`config.mk`:
```
export PLATFORM = sky130hd
export DESIGN_NAME = dx_multdiv_ctrl
export DESIGN_NICKNAME = d
export VERILOG_FILES = /design/src/rtl/dx_multdiv_ctrl.sv
export SDC_FILE = /design/constraint.sdc
export NUM_CORES = 1
export LEC_CHECK = 0
export BUFFER_PORTS_ARGS = -buffer_cell sky130_fd_sc_hd__buf_2
export CAP_MARGIN = 5
export CORE_MARGIN = 5
export CORE_UTILIZATION = 39
export CTS_BUF_LIST = sky130_fd_sc_hd__clkbuf_8
export DETAILED_ROUTE_END_ITERATION = 7
export PLACE_DENSITY = 0.81
export SYNTH_ARGS = -nofsm -noshare
export SYNTH_HDL_FRONTEND = slang
export SYNTH_SLANG_ARGS = --single-unit
```
`constraint.sdc`:
```
create_clock -name i_clock -period 1.5 [get_ports i_clock]
set_input_delay 0.225 -clock i_clock [delete_from_list [all_inputs] [get_ports i_clock]]
set_output_delay 0.225 -clock i_clock [all_outputs]
set_load 0.01 [all_outputs]
```
`src/rtl/dx_multdiv_ctrl.sv`:
```
// DX-stage control: opcode decode, mult/div start/busy/done sequencing with a watchdog,
// pipeline stall generation and rstatus exception code selection.
module dx_multdiv_ctrl #(
    parameter int DATA_W     = 32,
    parameter int EXC_ADD    = 1,
    parameter int EXC_ADDI   = 2,
    parameter int EXC_SUB    = 3,
    parameter int EXC_MUL    = 4,
    parameter int EXC_DIV    = 5,
    parameter int MD_TIMEOUT = 64
) (
    input  logic              i_clock,
    input  logic              i_reset,
    input  logic [DATA_W-1:0] i_instr_dx,
    input  logic              i_dx_valid,
    input  logic              i_kill,
    input  logic              i_alu_ovf,
    input  logic              i_md_rdy,
    input  logic              i_md_exc,
    output logic              o_immediate,
    output logic              o_j_extend,
    output logic              o_write_pc,
    output logic              o_flush,
    output logic              o_load_pc,
    output logic              o_read_reg_pc,
    output logic              o_bne,
    output logic              o_blt,
    output logic              o_load_t,
    output logic              o_bex,
    output logic              o_md_start,
    output logic              o_md_is_div,
    output logic              o_md_busy,
    output logic              o_stall,
    output logic              o_exc_valid,
    output logic [DATA_W-1:0] o_exc_code,
    output logic [1:0]        o_md_state
);

    localparam int CW = $clog2(MD_TIMEOUT + 1);

    typedef enum logic [1:0] {
        S_IDLE = 2'd0,
        S_BUSY = 2'd1,
        S_DONE = 2'd2
    } state_t;

    state_t          r_state;
    state_t          w_state_nxt;
    logic [CW-1:0]   r_count;
    logic            r_md_is_div;
    logic            r_exc_pend;

    logic [4:0] w_op;
    logic [4:0] w_alu;
    logic       w_live;
    logic       w_rtype;
    logic       w_add, w_sub, w_mult, w_div, w_md_op;
    logic       w_j, w_bne, w_jal, w_jr, w_addi, w_blt, w_sw, w_lw, w_setx, w_bex;
    logic       w_timeout;

    assign w_op    = i_instr_dx[31:27];
    assign w_alu   = i_instr_dx[6:2];
    assign w_live  = i_dx_valid & ~i_kill;
    assign w_rtype = w_live & (w_op == 5'd0);

    assign w_add   = w_rtype & (w_alu == 5'b00000);
    assign w_sub   = w_rtype & (w_alu == 5'b00001);
    assign w_mult  = w_rtype & (w_alu == 5'b00110);
    assign w_div   = w_rtype & (w_alu == 5'b00111);
    assign w_md_op = w_mult | w_div;

    assign w_j     = w_live & (w_op == 5'd1);
    assign w_bne   = w_live & (w_op == 5'd2);
    assign w_jal   = w_live & (w_op == 5'd3);
    assign w_jr    = w_live & (w_op == 5'd4);
    assign w_addi  = w_live & (w_op == 5'd5);
    assign w_blt   = w_live & (w_op == 5'd6);
    assign w_sw    = w_live & (w_op == 5'd7);
    assign w_lw    = w_live & (w_op == 5'd8);
    assign w_setx  = w_live & (w_op == 5'd21);
    assign w_bex   = w_live & (w_op == 5'd22);

    assign o_immediate   = w_addi | w_lw | w_sw;
    assign o_j_extend    = w_j | w_jal | w_setx | w_bex;
    assign o_write_pc    = w_j | w_jal | w_jr;
    assign o_flush       = w_j | w_jal | w_jr;
    assign o_load_pc     = w_jal;
    assign o_read_reg_pc = w_jr;
    assign o_bne         = w_bne;
    assign o_blt         = w_blt;
    assign o_load_t      = w_setx;
    assign o_bex         = w_bex;

    assign o_md_is_div = r_md_is_div;
    assign o_md_state  = r_state;
    assign w_timeout   = (r_count == CW'(MD_TIMEOUT - 1));

    // kill outranks md_rdy and the watchdog; in DONE it also suppresses the exception.
    always_comb begin
        w_state_nxt = r_state;
        o_md_start  = 1'b0;
        o_md_busy   = 1'b0;
        o_stall     = 1'b0;
        o_exc_valid = 1'b0;
        o_exc_code  = '0;
        case (r_state)
            S_IDLE: begin
                if (w_md_op) begin
                    o_md_start  = 1'b1;
                    o_stall     = 1'b1;
                    w_state_nxt = S_BUSY;
                end else if (i_alu_ovf & (w_add | w_addi | w_sub)) begin
                    o_exc_valid = 1'b1;
                    o_exc_code  = w_add  ? DATA_W'(EXC_ADD)  :
                                  w_addi ? DATA_W'(EXC_ADDI) : DATA_W'(EXC_SUB);
                end
            end
            S_BUSY: begin
                o_md_busy = 1'b1;
                if (i_kill) begin
                    w_state_nxt = S_IDLE;
                end else begin
                    o_stall = 1'b1;
                    if (i_md_rdy || w_timeout) begin
                        w_state_nxt = S_DONE;
                    end
                end
            end
            S_DONE: begin
                w_state_nxt = S_IDLE;
                if (~i_kill & (r_exc_pend | i_md_exc)) begin
                    o_exc_valid = 1'b1;
                    o_exc_code  = r_md_is_div ? DATA_W'(EXC_DIV) : DATA_W'(EXC_MUL);
                end
            end
            default: w_state_nxt = S_IDLE;
        endcase
    end

    always_ff @(posedge i_clock) begin
        if (i_reset) begin
            r_state     <= S_IDLE;
            r_count     <= '0;
            r_md_is_div <= 1'b0;
            r_exc_pend  <= 1'b0;
        end else begin
            r_state <= w_state_nxt;
            if (o_md_start) begin
                r_count     <= '0;
                r_md_is_div <= w_div;
                r_exc_pend  <= 1'b0;
            end else if (r_state == S_BUSY) begin
                r_count <= r_count + CW'(1);
                // Remember the failure cause so DONE can report it after md_rdy drops.
                if (~i_kill & i_md_rdy) begin
                    r_exc_pend <= i_md_exc;
                end else if (~i_kill & w_timeout) begin
                    r_exc_pend <= 1'b1;
                end
            end
        end
    end

endmodule

```
=== Word level (Yosys, flattened, before mapping) ===
Cells that the tools add are included.

* Register bits after elaboration: 11
* Bits of input ports: 39
* Output and inout port bits: 49
* Logic and storage cells: 84

* Add/sub/neg operators: 1
* Equality and inequality tests: 18
* Muxes and demuxes: 22
* Bitwise gates (word level): 31
* Reductions and logical operators: 8

{| class="wikitable"
|+ Operators with widths
! operator !! count
|-
| 5-bit by 3-bit equality test with 1-bit output, second input constant || 6
|-
| 1-bit AND || 20
|-
| 2-bit two-way mux || 6
|-
| 1-bit two-way mux || 11
|-
| 5-bit by 1-bit equality test with 1-bit output, second input constant || 2
|-
| 5-bit by 2-bit equality test with 1-bit output, second input constant || 2
|-
| 5-bit equality test, second input constant || 2
|-
| 5-bit zero test || 2
|-
| 1-bit bitwise OR || 10
|-
| 7-bit by 1-bit adder with 7-bit output, second input constant || 1
|-
| 7-bit by 6-bit equality test with 1-bit output, second input constant || 1
|-
| 3-bit case mux with 2 select lines || 1
|-
| 5-bit by 4-bit equality test with 1-bit output, second input constant || 1
|-
| 1-bit case mux with 2 select lines || 2
|-
| 2-bit case mux with 2 select lines || 1
|-
| 2-bit AND reduction || 2
|-
| 3-bit two-way mux || 1
|-
| 3-bit inequality test, second input constant || 1
|-
| 2-bit by 1-bit equality test with 1-bit output, second input constant || 1
|-
| 2-bit equality test, second input constant || 1
|-
| 2-bit zero test || 1
|-
| 2-bit inequality test, second input constant || 1
|-
| 2-bit nonzero test || 1
|-
| 2-bit OR reduction || 1
|-
| 2 further kinds || 2
|}

=== Logic depth before layout (Yosys ltp) ===
* Depth after elaboration: 10
* Mapped depth: 6

=== Least setup slack after synthesis ===
No wires, ideal clock.

* Path kind: input to output
* Start: input port i_instr_dx[31]
* End: output port o_write_pc
* Arrival: 1.283 ns
* Slack: -0.008 ns
* Cell stages on the path: 4
* Path buffers: 2
* Cell sequence: or3b_1 > clkbuf_1 > nor3_1 > buf_4

* Longest elaborated chain between the ends: 4
* Elaborated cells between the ends (all ways): 8
* Classes of those cells: 3 x eq/ne; 5 x bitwise

{| class="wikitable"
|+ RTL lines
! element !! line !! RTL
|-
| start: declaration || 14 || <nowiki>input logic [DATA_W-1:0] i_instr_dx,</nowiki>
|-
| 5-bit by 1-bit equality test with 1-bit output / 5-bit by 2-bit equality test with 1-bit output (equally long branches) || 72, 74 ||
|-
| 1-bit AND, on equally long branches || 72, 74 ||
|-
| 1-bit bitwise OR || n/a ||
|-
| 1-bit bitwise OR (*) || n/a ||
|-
| end: declaration || 22 || <nowiki>output logic o_write_pc,</nowiki>
|}

Mark *: on every way between the ends. The rest lies on a longest branch, timed or not.

=== Worst setup path in the final report ===
* Start: register r_state[0] (netlist: o_md_state[0])
* End: output port o_exc_code[0]

* Longest elaborated chain between the ends: 2
* Elaborated cells between the ends (all ways): 3
* Classes of those cells: 1 x eq/ne; 1 x mux; 1 x reduce/logical

{| class="wikitable"
|+ RTL lines
! element !! line !! RTL
|-
| start: declaration || 47 || <nowiki>state_t r_state;</nowiki>
|-
| start signal: assignment || 147 || <nowiki>r_state <= w_state_nxt;</nowiki>
|-
| 2-bit equality test / 2-bit zero test (equally long branches) || 106 || <nowiki>case (r_state)</nowiki>
|-
| 3-bit case mux with 2 select lines (*) || 106 ||
|-
| end: declaration || 35 || <nowiki>output logic [DATA_W-1:0] o_exc_code,</nowiki>
|}

Marked as above.

==> out/metrics.csv <==
stage;metric;value;unit
setup_path;slowest_stage;dfxtp_4;
synthesis;synth_seq_cells;11;
floorplanning;rows;18;
timing;finalSetupViolations;4;
timing;period_needed;1.539;ns
setup_path;critical-path-max-stage-delay;0.37;ns
synthesis;synth.distinct_cells;42;
synthesis;synth-async-reset-ratio;0;%
power;leakage;0.6694;nW
clocking;numClockSinks;11;
clocking;cts_buffer_depth;2;
global_routing;grt_pass1_vias;859;
clocking;h-tree-depth;1;
timing;worst_slack;-0.03930;ns
setup_path;path_cells;nor4b_2, buf_4, nand2_1, o41ai_2, buf_2;
hold_path;worstHoldPathType;input port to flop;
global_routing;grtUsageTotal;13.36;%
timing;fin_skew;0.007254;ns
synthesis;synth_common_cells;buf_4 (33), nor2_1 (18), dfxtp_1 (11), nand2_1 (7), a21oi_1 (5);
floorplanning;die_h;61.70;µm
final_layout;fin_nets;220;
clocking;worstSkewPairLatency;0.25;ns
setup_path;crit_fanout;7;
route;drc;0;
setup_path;critPathTopFamily;flip-flops;
synthesis;ys.warnings.count;0;
power;vdd_drop_max;0.0005478;V
clocking;cts_tree;done;
final_layout;area_delta_synth_final;32.17;%
final_layout;antenna_cells;0;
power;power_density;540.0;mW/mm²
status;status;finished, violations left;
synthesis;synth.largest_area_cell;buf_4;
global_routing;grt_max_degree;10;
setup_path;required;1.27;ns
global_routing;grt_overflow;0;
timing;finalCritPeriodShare;102.6;%
synthesis;synth-edff-count;0;
setup_path;worstSetupPathType;flop to output pin;
timing;hold_viol;0;
final_layout;final_cells;209;
route;wirelength;2520;µm
route;vias_per_cell;4.665;
power;power.total;0.7440;mW
floorplanning;io_pins;88;
global_routing;grt_pass1_wl;3760;µm
route;firstDrtPassIters;4;
timing;rsz0062_at_grt;true;
global_routing;antenna_found_initial;0;
synthesis;synthFlopType;dfxtp_1;
synthesis;syn_area;0.001042;mm²
final_layout;layout-drive-gt1-share;44.13;%
status;violations;negative setup slack;
synthesis;yosys-top-cells-area;buf_4 (24%), dfxtp_1 (21%), nor2_1 (6.5%);
floorplanning;die_w;61.70;µm
synthesis;yosysMostFrequentCell;buf_4;
synthesis;syn_inst;131;
route;avgRoutedWirePerCell;12.06;µm
placed_design;hpwlAfterDp;1895;µm
timing;clock.fmax;649.6;MHz
clocking;clkTransAtPathRegs;0.05;ns
placed_design;place_congestion;0.7729;
job;maxCapViolCount;0;
setup_path;end_kind;output pin;
clocking;numCtsBuffers;3;
timing;drv_slew;0;
floorplanning;fp.dieArea;0.003806;mm²
setup_path;path_buf_inv;2;
placed_design;place_inst;201;
synthesis;synth_top_area_share;23.77;%
synthesis;syn_avg_cell_area;7.956;µm²
route;drtIter0Drc;30;
floorplanning;core_area;0.002522;mm²
setup_path;cp-start-kind;flop;
placed_design;post-place-ws;-0.1184;ns
setup_path;arrival;1.31;ns
floorplanning;initial_utilization;41.32;%
clocking;postCtsHoldBufs;0;
placed_design;port_buffers;36;
route;vias;975;
clocking;cts_root_buf;clkbuf_8;
route;ant_nets;0;
synthesis;synth-seq-area-share;21.13;%
[through the flow]
step / hold WS [ns] / cell area [µm²] / utilization (%) / TNS [ns]
6_report: 0.1687 / 1378 / 54.61 / -0.08502
5_1_grt: 0.1919 / 1378 / 54.61 / -0.5201
4_1_cts: 0.1700 / 1287 / 51.04 / -0.1373
3_5_place_dp: 0.4362 / 1190 / 47.17 / -0.2856
3_3_place_gp: 0.4275 / 1190 / 47.17 / -0.2815
2_1_floorplan: 0.2874 / 1152 / - / 0
[layout by cell type (no fill, tap or decap), types with 3 or more instances in the layout]
cell / count
conb_1: 29
nor2b_1: 3
a21oi_1: 5
nor4_4: 3
dfxtp_1: 9
nand2_1: 6
nor2_2: 4
nand3b_1: 3
nand2b_1: 3
nor2_1: 15
buf_4: 14
clkbuf_8: 3
xor2_1: 4
buf_6: 5
buf_2: 31
inv_1: 4
nand4_1: 3
[final timing paths]
kind,slack (ns),end,cells after the start,startpoint
setup reg to reg,0.17,o_md_is_div$_SDFFE_PP0P_,5,o_md_state[0]$_SDFFE_PP0P_
hold reg to reg,0.52,r_count[5]$_SDFFE_PP0P_,2,r_count[5]$_SDFFE_PP0P_
hold / removal,0.17,o_md_state[0]$_SDFFE_PP0P_,2,i_reset
setup / recovery,-0.04,o_exc_code[0],5,o_md_state[0]$_SDFFE_PP0P_
[kinds of logic (layout without fill, tap and decap cells)]
logic type | count (synthesis) | count (layout) | synth area share, %
other | 1 | 29 | 0.3598
muxes | 2 | 2 | 1.921
buffers and inverters | 38 | 58 | 26.29
DFF | 11 | 11 | 21.13
xor gates and xnor gates | 6 | 6 | 5.042
AOI/OAI and AO/OA | 11 | 11 | 8.524
adders and majority gates | 1 | 1 | 1.200
and+or+nand+nor | 61 | 61 | 35.54
[where the power goes]
part	internal, mW	switching [mW]
combinational	0.0606	0.0940
sequential	0.291	0.0000418
clock	0.180	0.118
[sequential cells by signal (all words and copies together), names as in the netlist]
signal and flops:
o_md_is_div 1, r_exc_pend 1, o_md_state 2, r_count 7
[layer usage]
metal / vias to the layer above / GRT usage [%] / wire, µm
met1: 441 / 14.53 / 910
met4: 0 / 8.182 / 78
met2: 47 / 24.66 / 1326
met5: - / 0 / 0
li1: 479 / - / -
met3: 8 / 1.240 / 205
[repair_timing]
item	CTS	global route
endpoints found under the setup margin	6	13
resized for setup	12	15
buffers inserted	1	3
pin swaps	5	7
[cell type report]
cell class                      instances  area [µm²]
Sequential cell                        11       225.2
Inverter                                3       11.26
Fill cell                             233        1145
Tap cell                               30       37.54
Clock buffer                            3       41.29
Timing Repair Buffer                   51       331.6
Clock inverter                          1       3.754
Multi-Input combinational cell        110       726.9
Power figures use the tool's default switching activity.
